===== config.mk =====
export PLATFORM = sky130hd
export DESIGN_NAME = mux4_reg
export DESIGN_NICKNAME = d
export VERILOG_FILES = /design/src/rtl/mux4_reg.sv
export SDC_FILE = /design/constraint.sdc
export NUM_CORES = 1
export LEC_CHECK = 0
export CAP_MARGIN = 20
export CORE_MARGIN = 5
export CORE_UTILIZATION = 31
export DETAILED_ROUTE_END_ITERATION = 10
export HOLD_SLACK_MARGIN = 0.05
export MAX_ROUTING_LAYER = met4
export PLACE_DENSITY = 0.76
export SETUP_SLACK_MARGIN = 0.5
export SYNTH_ARGS = -nofsm -noshare
export SYNTH_HDL_FRONTEND = slang
export SYNTH_SLANG_ARGS = --single-unit

===== constraint.sdc =====
create_clock -name CLOCK -period 1.2 [get_ports CLOCK]
set_input_delay 0.24 -clock CLOCK [delete_from_list [all_inputs] [get_ports CLOCK]]
set_output_delay 0.24 -clock CLOCK [all_outputs]
set_load 0.01 [all_outputs]

===== src/rtl/mux4_reg.sv =====
// -----------------------------------------------------------------------------
// mux4_reg: registered 4:1 word multiplexer with clock enable and valid flag.
//
// Each enabled rising CLOCK edge captures D[S] into Y. The same edge also
// captures S into SEL_Q and sets VALID. RESET is synchronous and active-high,
// and it takes priority over ENABLE. When ENABLE is low, all state holds.
//
// Optional build macro: MUX4_REG_PARITY_EN
//   When defined, this adds a PAR output. PAR is the registered XOR reduction
//   of the selected word. It updates on the same edge as Y.
//
// Parameters:
//   N          width of each data input and of Y (must be >= 1)
//   RESET_VAL  value loaded into Y on reset
//
// Ports:
//   CLOCK   in   1  system clock, rising edge
//   RESET   in   1  synchronous active-high reset
//   ENABLE  in   1  clock enable
//   S       in   2  select (00->D0, 01->D1, 10->D2, 11->D3)
//   D0..D3  in   N  data inputs
//   Y       out  N  registered selected data
//   VALID   out  1  Y holds a sample captured since the last reset
//   SEL_Q   out  2  select value that produced the current Y
//   PAR     out  1  registered XOR reduction of Y (MUX4_REG_PARITY_EN only)
// -----------------------------------------------------------------------------
module mux4_reg #(
    parameter int unsigned N         = 32,
    parameter logic [N-1:0] RESET_VAL = '0
) (
    input  logic         CLOCK,
    input  logic         RESET,
    input  logic         ENABLE,
    input  logic [1:0]   S,
    input  logic [N-1:0] D0,
    input  logic [N-1:0] D1,
    input  logic [N-1:0] D2,
    input  logic [N-1:0] D3,
    output logic [N-1:0] Y,
    output logic         VALID,
`ifdef MUX4_REG_PARITY_EN
    output logic [1:0]   SEL_Q,
    output logic         PAR
`else
    output logic [1:0]   SEL_Q
`endif
);

    localparam int unsigned SEL_W = 2;

    logic [N-1:0]     y_q,   y_d;
    logic             vld_q, vld_d;
    logic [SEL_W-1:0] sel_q, sel_d;
    logic [N-1:0]     mux_c;

    // Nested conditionals let an X/Z select propagate X into the result in
    // simulation, rather than being coerced to one particular input.
    assign mux_c = S[1] ? (S[0] ? D3 : D2) : (S[0] ? D1 : D0);

`ifdef MUX4_REG_PARITY_EN
    logic par_q, par_d;
`endif

    // Next-state: hold by default, capture when enabled
    always_comb begin
        y_d   = y_q;
        vld_d = vld_q;
        sel_d = sel_q;
`ifdef MUX4_REG_PARITY_EN
        par_d = par_q;
`endif
        if (ENABLE) begin
            y_d   = mux_c;
            vld_d = 1'b1;
            sel_d = S;
`ifdef MUX4_REG_PARITY_EN
            par_d = ^mux_c;
`endif
        end
    end

    // State registers with synchronous reset (reset wins over enable)
    always_ff @(posedge CLOCK) begin
        if (RESET) begin
            y_q   <= RESET_VAL;
            vld_q <= 1'b0;
            sel_q <= SEL_W'(0);
`ifdef MUX4_REG_PARITY_EN
            par_q <= ^RESET_VAL;
`endif
        end else begin
            y_q   <= y_d;
            vld_q <= vld_d;
            sel_q <= sel_d;
`ifdef MUX4_REG_PARITY_EN
            par_q <= par_d;
`endif
        end
    end

    assign Y     = y_q;
    assign VALID = vld_q;
    assign SEL_Q = sel_q;
`ifdef MUX4_REG_PARITY_EN
    assign PAR   = par_q;
`endif

endmodule


==> impl_summary.log <==
INFO  metric fraction_of_the_core_area_covered_by_cells_at_the_end_of_the_flow = 0.658
INFO  metric port_buffers = 167
INFO  metric achievable-frequency = 1020 MHz
INFO  metric ant_nets = 0
INFO  metric htreeDepth = 2
INFO  metric via_per_inst = 4.93
INFO  metric drive_above_1_share = 0.473
INFO  metric fin_hold_ws = 0.296 ns
INFO  metric die_w = 95.7 um
INFO  metric hpwl_detailed = 6040 um
INFO  metric crit_type = reg2out
INFO  metric timing.critical_path.slowest_cell_delay = 0.36 ns
INFO  metric worst_pin_slew = 0.269 ns
INFO  metric timing.reg2reg.setup_slack = 0.26 ns
INFO  metric chipHeight = 95.7 um
INFO  metric grt_pass1_wl = 13000 um
INFO  metric rr_worst_depth = 2
INFO  metric row_count = 31
INFO  metric final-instance-count-excl-fill = 475
INFO  metric cp.arrival = 0.74 ns
INFO  metric io_pins = 168
INFO  metric wirelength = 8690 um
INFO  metric synth-seq-area-share = 0.308
INFO  metric timing.critical_path.from = VALID
INFO  metric finish.net_count = 510
INFO  metric wl_per_cell = 18.3 um
INFO  metric design.die.area = 9160 um2
INFO  metric cp_num_cells = 1
INFO  metric worst_skew_pair.late_latency = 0.28 ns
INFO  metric antenna_violations_before_repair = 0
INFO  metric synth_nets = 325
INFO  metric cts.sink_count = 35
INFO  metric core_area = 7210 um2
INFO  metric critPathRequiredTime = 0.96 ns
INFO  metric gp_congestion = 0.729
INFO  metric grt_start_max_net_pins = 20
INFO  metric first_iter_violations = 41
INFO  metric mostFrequentLayoutCell = sky130_fd_sc_hd__clkdlybuf4s50_1
INFO  metric drc_errors = 0
INFO  metric clock_tree_from_tritoncts = built
INFO  metric power.density_cell_area = 736 nW/um2
INFO  metric total_leakage_power = 1.96 nW
INFO  metric cts_root_buffer = sky130_fd_sc_hd__clkbuf_8
INFO  metric number_of_instances_in_the_synthesized_netlist = 192
INFO  metric clk_transition_reported_paths = 0.07 ns
INFO  metric finalHoldViolCount = 0
INFO  metric clock_skew = 0 ns
INFO  metric synth.lib_cells_used.distinct = 13
INFO  metric vdd_drop_max = 0.000437 V
INFO  metric dpl_worst_slack = -0.548 ns
INFO  metric ys_warn_count = 0
INFO  metric maxCapViolCount = 0
INFO  metric path_max_fanout = 2
INFO  metric slowest_stage = sky130_fd_sc_hd__dfxtp_2
INFO  metric timing.critical_path.to_type = primary output
INFO  metric syn-cell-area = 2280 um2
INFO  metric grt.total_usage = 0.189
INFO  metric layout_common_cells = 128 x sky130_fd_sc_hd__clkdlybuf4s50_1, 63 x sky130_fd_sc_hd__mux2i_1, 40 x sky130_fd_sc_hd__buf_6
INFO  metric ys_seq_elements = 35
INFO  metric layout_setup_ws = 0.216 ns
INFO  metric areaGrowthSynthToFinish = 108%
INFO  metric cts-root-to-sink-buffers = 2
INFO  metric timing.slew.headroom = 0.815
INFO  metric outcome = complete, no violations
INFO  metric max_transition_viols_final = 0
INFO  metric start_kind = flop
INFO  metric min_path_type = in2reg
INFO  metric worstReg2RegEnd = Y[5]
INFO  metric finalCritPeriodShare = 0.820
INFO  metric post_cts_hold_buffer_count = 0
INFO  metric drt_first_pass_iters = 4
INFO  metric starting_utilization_of_the_core_area = 0.316
INFO  metric worstReg2RegStart = Y[5]
INFO  metric total_power = 3.49 mW
INFO  metric critPathBufInv = 1
INFO  metric cts-buffers-inserted = 5
INFO  metric grt_remaining_overflow = 0
INFO  metric dp.cells = 451
INFO  metric worstPathCellList = buf_6
INFO  metric finalSetupViolCount = 0
INFO  metric antenna-diode-count = 0
INFO  metric worstSetupEndpoint = VALID
INFO  metric critical-path-top-delay-family = flip-flops
INFO  metric vias_in_the_first_global_route = 2596
INFO  metric mean_instance_size_in_the_synthesized_netlist = 11.9 um2
INFO  metric rsz0062_at_grt = yes
INFO  metric post-route-min-period = 0.984 ns
INFO  metric num_vias = 2342
Yosys cell counts:
cell                             n  share of area
sky130_fd_sc_hd__or3b_1          2         0.0077
sky130_fd_sc_hd__buf_4           2         0.0066
sky130_fd_sc_hd__o221ai_1        2         0.0077
sky130_fd_sc_hd__nand3b_1        1         0.0033
sky130_fd_sc_hd__or3b_2         31           0.12
sky130_fd_sc_hd__mux2i_1        66           0.29
sky130_fd_sc_hd__buf_6           3          0.015
sky130_fd_sc_hd__buf_2          10          0.022
sky130_fd_sc_hd__dlygate4sd1_1   3          0.012
sky130_fd_sc_hd__dfxtp_1        35           0.31
sky130_fd_sc_hd__clkbuf_1        3         0.0049
sky130_fd_sc_hd__nor2_1          4         0.0066
sky130_fd_sc_hd__o221ai_2       30           0.20
stage by stage:
step	TNS, ns	cell area, um2
global placement	-15.63	4110
global route	0	4740
detailed placement	-17.03	4110
floorplan	0	2330
CTS	0	4610
finish	0	4740
state kept, by name (all words and copies together), names as in the netlist:
register / flops
SEL_Q: 2
VALID: 1
Y: 32
report_power, final:
part           total, mW  internal [mW]  switching [mW]
logic               1.37          0.914           0.454
clock network      0.790          0.387           0.403
registers           1.34           1.27          0.0628
total               3.49           2.57           0.920
layer usage:
layer / global-route usage / wire length [um] / vias to the layer above
met2: 0.335 / 4610 / 87
li1: - / - / 1131
met1: 0.215 / 3380 / 1119
met4: 0.0415 / 42 / 0
met3: 0.0477 / 659 / 5
met5: - / 0 / -
worst min path at each step:
stage                     depth (start not counted)  start  endpoint
after global placement                            2  VALID     VALID
final                                             4   S[1]  SEL_Q[1]
after floorplan                                   2   S[1]  SEL_Q[1]
after global routing                              4   S[1]  SEL_Q[1]
after CTS                                         3   S[1]  SEL_Q[1]
after detailed placement                          2  VALID     VALID
kinds of logic (layout without fill, tap and decap cells):
family | count (synthesis) | after routing | synth area share
mux | 66 | 66 | 0.290
simple gates | 38 | 38 | 0.137
flops | 35 | 35 | 0.308
compound gates | 32 | 32 | 0.205
buf+inv | 21 | 205 | 0.0599
area by class of cell:
cell class	instances	area (um2)
fillers	585	2470
repair buffers	199	2270
multi-input cells	136	1530
flip-flops and latches	35	744
well taps	99	124
clock buffers	6	72.6
timing repair:
item                                    CTS  global route
pin swaps                                 5            31
endpoints found under the setup margin   70            69
gates resized for setup                 242            27
setup buffers                             8             2
gates cloned                              7             1
Note: power is estimated with default switching activity, not from simulation.
